<file path="config.mk">
export PLATFORM = sky130hd
export DESIGN_NAME = dcount_scan
export DESIGN_NICKNAME = d
export VERILOG_FILES = /design/src/rtl/dcount_scan_pkg.sv /design/src/rtl/dscan_sel_dec.sv /design/src/rtl/dcount_scan.sv
export SDC_FILE = /design/constraint.sdc
export NUM_CORES = 1
export LEC_CHECK = 0
export BUFFER_PORTS_ARGS = -buffer_cell sky130_fd_sc_hd__buf_4
export CORE_UTILIZATION = 52
export CTS_CLUSTER_DIAMETER = 50
export DETAILED_ROUTE_END_ITERATION = 8
export PLACE_DENSITY = 0.85
export REMOVE_ABC_BUFFERS = 1
export SLEW_MARGIN = 20
export SYNTH_ARGS = -nofsm -noshare
export SYNTH_HDL_FRONTEND = slang
export SYNTH_SLANG_ARGS = --single-unit
export TNS_END_PERCENT = 10
</file>
<file path="constraint.sdc">
create_clock -name CLK -period 3.1 [get_ports CLK]
set_input_delay 0.155 -clock CLK [delete_from_list [all_inputs] [get_ports CLK]]
set_output_delay 0.155 -clock CLK [all_outputs]
set_load 0.005 [all_outputs]
</file>
<file path="src/rtl/dcount_scan_pkg.sv">
// Shared definitions for the multiplexed display scanner and its helpers.
// Holds the scan phase encoding, the segment reset pattern and a clog2 helper.
// Pure declarations; no logic, no latency, no flow control.
package dcount_scan_pkg;

  // Scan phase within one digit slot
  typedef enum logic [1:0] {
    S_BLANK = 2'd0,
    S_ON    = 2'd1,
    S_OFF   = 2'd2
  } scan_state_t;

  // Segment bus idle pattern (all segments off on common-anode boards); sliced to SEGW
  localparam logic [63:0] SEG_RESET = '1;

  // Ceiling log2 usable in parameter and port width expressions; clog2(1) = 0
  function automatic int clog2(input int v);
    int r;
    r = 0;
    for (int i = 0; i < 31; i++) begin
      if ((32'sd1 <<< r) < v) r = r + 1;
    end
    return r;
  endfunction

endpackage

</file>
<file path="src/rtl/dscan_sel_dec.sv">
// Index to one-hot digit-select decoder with selectable output polarity.
// Purely combinational, zero latency.
// No flow control; en=0 drives every select to its inactive level.
module dscan_sel_dec #(
  parameter int N          = 4,
  parameter int IW         = 2,
  parameter bit ACTIVE_LOW = 1'b1
) (
  input  logic [IW-1:0] idx,
  input  logic          en,
  output logic [N-1:0]  sel
);

  logic [N-1:0] hot;

  // Active-high one-hot of idx, gated by en
  always_comb begin
    hot = '0;
    for (int i = 0; i < N; i++) begin
      if (en && (idx == IW'(i))) hot[i] = 1'b1;
    end
  end

  // Apply board polarity
  assign sel = ACTIVE_LOW ? ~hot : hot;

endmodule

</file>
<file path="src/rtl/dcount_scan.sv">
// Multiplexed display scanner: blank + dwell per digit, duty control, digit mask, frame pulse.
// All outputs registered; segment/brightness sampled once per slot at the end of blanking.
// ENABLE is the scan tick; with ENABLE low every register holds except FRAME, which self-clears.
module dcount_scan
  import dcount_scan_pkg::*;
#(
  parameter int NDIG          = 4,
  parameter int SEGW          = 8,
  parameter int DWELL         = 4,
  parameter int BLANK         = 1,
  parameter int SA_ACTIVE_LOW = 1,
  parameter int BW            = clog2(DWELL + 1)
) (
  input  logic                     CLK,
  input  logic                     RST,
  input  logic                     ENABLE,
  input  logic [NDIG*SEGW-1:0]     SEG_IN,
  input  logic [NDIG-1:0]          DIG_EN,
  input  logic [BW-1:0]            BRIGHT,
  output logic [NDIG-1:0]          SA,
  output logic [SEGW-1:0]          L,
  output logic [clog2(NDIG)-1:0]   DIGIT_IDX,
  output logic                     FRAME
);

  localparam int IW   = clog2(NDIG);
  localparam int CMAX = (BLANK > DWELL) ? BLANK : DWELL;
  localparam int CW   = clog2(CMAX + 1);
  localparam logic [NDIG-1:0] SA_IDLE = (SA_ACTIVE_LOW != 0) ? {NDIG{1'b1}} : {NDIG{1'b0}};

  scan_state_t     state, state_n;
  logic [CW-1:0]   cnt, cnt_n;
  logic [IW-1:0]   idx, idx_n;
  logic [BW-1:0]   bright_r, bright_n;
  logic [NDIG-1:0] sa_r, sa_n;
  logic [SEGW-1:0] l_r, l_n;
  logic            frame_r, frame_n;

  logic [NDIG-1:0] sel_lit;
  logic [BW-1:0]   bright_sat;
  logic [SEGW-1:0] seg_cur;
  logic            last_idx;

  // Select pattern for the digit whose slot is current
  dscan_sel_dec #(
    .N          (NDIG),
    .IW         (IW),
    .ACTIVE_LOW (SA_ACTIVE_LOW != 0)
  ) u_sel_dec (
    .idx (idx),
    .en  (1'b1),
    .sel (sel_lit)
  );

  assign bright_sat = (BRIGHT > BW'(DWELL)) ? BW'(DWELL) : BRIGHT;
  assign seg_cur    = SEG_IN[idx*SEGW +: SEGW];
  assign last_idx   = (idx == IW'(NDIG - 1));

  // Next-state and next-output logic; everything holds unless an ENABLE tick moves it
  always_comb begin
    state_n  = state;
    cnt_n    = cnt;
    idx_n    = idx;
    bright_n = bright_r;
    sa_n     = sa_r;
    l_n      = l_r;
    frame_n  = 1'b0;
    if (ENABLE) begin
      case (state)
        S_BLANK: begin
          sa_n = SA_IDLE;
          if (cnt == CW'(BLANK - 1)) begin
            // Slot start: freeze duty and segments for the whole dwell window
            bright_n = bright_sat;
            cnt_n    = '0;
            if (DIG_EN[idx] && (bright_sat != '0)) begin
              state_n = S_ON;
              sa_n    = sel_lit;
              l_n     = seg_cur;
            end else begin
              state_n = S_OFF;
            end
          end else begin
            cnt_n = cnt + CW'(1);
          end
        end
        S_ON, S_OFF: begin
          if (cnt == CW'(DWELL - 1)) begin
            sa_n    = SA_IDLE;
            state_n = S_BLANK;
            cnt_n   = '0;
            idx_n   = last_idx ? '0 : idx + IW'(1);
            frame_n = last_idx;
          end else begin
            if (state == S_OFF) begin
              sa_n = SA_IDLE;
            end else if (({1'b0, cnt} + (CW+1)'(1)) == (CW+1)'(bright_r)) begin
              // Duty exhausted: go dark for the rest of the dwell window
              state_n = S_OFF;
              sa_n    = SA_IDLE;
            end
            cnt_n = cnt + CW'(1);
          end
        end
        default: begin
          state_n = S_BLANK;
          cnt_n   = '0;
          sa_n    = SA_IDLE;
        end
      endcase
    end
  end

  // State and output registers with synchronous reset taking priority over ENABLE
  always_ff @(posedge CLK) begin
    if (RST) begin
      state    <= S_BLANK;
      cnt      <= '0;
      idx      <= '0;
      bright_r <= '0;
      sa_r     <= SA_IDLE;
      l_r      <= SEG_RESET[SEGW-1:0];
      frame_r  <= 1'b0;
    end else begin
      state    <= state_n;
      cnt      <= cnt_n;
      idx      <= idx_n;
      bright_r <= bright_n;
      sa_r     <= sa_n;
      l_r      <= l_n;
      frame_r  <= frame_n;
    end
  end

  assign SA        = sa_r;
  assign L         = l_r;
  assign DIGIT_IDX = idx;
  assign FRAME     = frame_r;

endmodule

</file>
==> results.py <==
metrics = {
    "yosys": {
        "syn_inst": 154,
        "synthDistinctLibCells": 33,
        "seq_area_frac_synth": 0.324,
        "postSynth.asyncResetShare": 0,
        "yosysMostFrequentCell": "dfxtp_1",
        "synth_common_cells": "dfxtp_1, nor2_1, a21oi_1, ha_1, inv_1",
        "synth_seq_cells": 23,
        "synth_top_flop_cell": "dfxtp_1",
        "synth.top_cell.area_share": 0.324,
        "synth_area_um2": 1420,
        "synth.avg_cell_area_um2": 9.22,
        "synth.area.top_cells": "dfxtp_1, mux4_2, ha_1",
        "yosysWarnings": 0,
        "synth_top_area_cell": "dfxtp_1",
        "synth_enable_flop_cells": 0,
    },
    "floorplanning": {
        "rows": 18,
        "initial_core_util": 0.563,
        "die_h_um": 54.3,
        "die_width_um": 54.3,
        "pin_count": 57,
        "core_um2": 2520,
        "dieArea_um2": 2940,
    },
    "timing": {
        "max_slew_margin": 0.608,
        "worstMarginPinSlew_ns": 0.588,
        "finalSetupTns_ns": 0,
        "clock_skew_ns": 0.00175,
        "setup_violations": 0,
        "fmax_ghz": 0.465,
        "rsz0062_at_grt": "false",
        "finalMaxSlewViolations": 0,
        "fin_crit_ns": 2.15,
        "hold_viol_final": 0,
        "finalHoldWorstSlack_ns": 0.101,
        "min_period_over_period": 0.694,
    },
    "placed_design": {
        "gp_congestion": 0.890,
        "placed_cell_area_um2": 1840,
        "dp_hpwl_mm": 2.70,
        "port_buffers": 56,
        "dpl.cell_count": 233,
    },
    "setup_path": {
        "r2r_setup_slack_ns": 0.95,
        "critical_path_class": "reg2reg",
        "arrival_ns": 2.42,
        "rr_startpoint": "cnt[0]",
        "critPathCaptureType": "register",
        "reg2reg_depth": 7,
        "crit_chain": "ha_1 -> ha_1 -> xor2_1 -> a21oi_1 -> or3_1 -> or3b_1 -> a21oi_2",
        "cp_slowest_cell": "or3_1",
        "timing.rr.end": "state[1]",
        "start_kind": "register",
        "crit_fanout": 6,
        "crit_required_ns": 3.37,
        "crit_top_cell": "ha_1",
        "cpPeakStageDelay_ns": 0.40,
    },
    "power": {
        "power.density_nw_per_um2": 480,
        "peakVddDrop_v": 0.000372,
        "leakage_nw": 0.829,
    },
    "clock_tree": {
        "cts_root_buffer": "clkbuf_4",
        "cts_buffers": 3,
        "cts_resized": 0,
        "cts_hold_buf": 0,
        "cts_buffer_depth": 2,
        "cts.sinks": 23,
        "clkTransAtPathRegs_ns": 0.12,
        "post-cts-setup-buffers": 0,
        "worstSkewPairLatency_ns": 0.32,
        "cts_max_level": 1,
        "cts_tree": "built",
    },
    "drt": {
        "drt_iter0_drc": 25,
        "ant_nets": 0,
        "routed_wl_mm": 3.39,
        "remaining_drc_errors": 0,
        "viasPerCell": 5.53,
        "first_pass_iters": 4,
        "wire_per_inst_um": 14.3,
        "via_count": 1311,
    },
    "min_path": {
        "holdPathEnd": "bright_r[2]",
        "hp-class": "in2reg",
        "min_from": "BRIGHT[2]",
        "holdPathStages": 3,
    },
    "final_layout": {
        "fin_cells": 237,
        "final_util": 0.742,
        "final_area_um2": 1870,
        "diodes": 0,
        "nNetsFinal": 261,
        "area_delta_synth_final_pct": 31.8,
        "drive_gt1_frac": 0.357,
    },
    "global_routing": {
        "grt_max_degree": 33,
        "grt.total_usage": 0.243,
        "grt_pass1_vias": 1256,
        "antenna_found_initial": 0,
        "overflow": 0,
        "grt_pass1_wl_mm": 5.12,
    },
    "flow_run": {
        "maxCapViolCount": 0,
    },
    "outcome": {
        "status": "finished clean",
    },
}
-- registers in the layout (all words and copies together) (netlist names) --
register,cells
SA,4
cnt,3
state,2
FRAME,1
DIGIT_IDX,2
bright_r,3
L,8
-- layout by cell type, fill, tap and decap left out, types with 2 or more instances in the layout --
master / instances
clkbuf_4: 3
a21oi_1: 17
dfxtp_1: 23
nand2b_1: 4
or3_1: 2
inv_1: 11
ha_1: 11
nor3b_1: 3
mux2i_1: 6
mux4_2: 8
nor2_1: 22
and3_1: 4
nor2b_1: 2
nand2_1: 7
nor3_1: 9
buf_4: 57
nand3_1: 2
-- per-layer routing --
| layer | up-vias | track usage | share of wire |
|---|---|---|---|
| met5 | - | 0 | 0 |
| met4 | 0 | 0.0855 | 0.014 |
| met3 | 5 | 0.0389 | 0.046 |
| met2 | 44 | 0.455 | 0.55 |
| met1 | 615 | 0.274 | 0.39 |
| li1 | 647 | - | - |
-- per-stage QoR --
stage	setup slack (ns)	power [mW]
after floorplan	1.04	0.629
after global placement	1.06	0.741
after detailed placement	0.985	0.764
after CTS	0.959	0.904
after global routing	0.842	0.968
final	0.948	0.899
-- critical path, delay by kind of cell (launching register included) --
kind | cells | cell delay (ns)
xor gates and xnor gates | 1 | 0.20
and+or+nand+nor | 2 | 0.78
adders and majority gates | 2 | 0.55
AOI/OAI and AO/OA | 2 | 0.19
DFF | 1 | 0.38
-- cells by family (layout without fill, tap and decap cells) --
logic type               after synthesis  count (layout)  synth area share
multiplexers                          15              15             0.188
XOR/XNOR                               2               2            0.0123
AO/OA/AOI/OAI                         26              26             0.119
AND/OR/NAND/NOR                       58              58             0.202
adder cells (fa/ha/maj)               11              11            0.0969
buffers and inverters                 19              72            0.0581
flip-flops                            23              23             0.324
-- how the worst max path moves through the flow --
stage,from,cells past startpoint,end,slack [ns]
finish,cnt[0],7,state[1],0.95
global route,cnt[0],7,state[0],0.84
CTS,cnt[0],7,state[1],0.96
detailed placement,cnt[0],7,state[1],0.98
global placement,cnt[0],7,state[1],1.06
floorplan,DIGIT_IDX[0],5,state[1],1.04
-- layout make-up --
class,instances,area (um2)
Clock buffer,3,22.5
Clock inverter,1,5.00
Fill cell,191,651
Inverter,11,41.3
Multi-Input combinational cell,112,877
Sequential cell,23,460
Tap cell,30,37.5
Timing Repair Buffer,57,428
-- power breakdown --
group / switching [mW] / leakage, nW / internal, mW / total (mW)
Combinational: 0.208 / 0.624 / 0.187 / 0.395
Sequential: 0.0293 / 0.187 / 0.334 / 0.364
Clock: 0.0921 / 0.0177 / 0.0484 / 0.141
No activity file was read; power rests on OpenSTA's default activity.
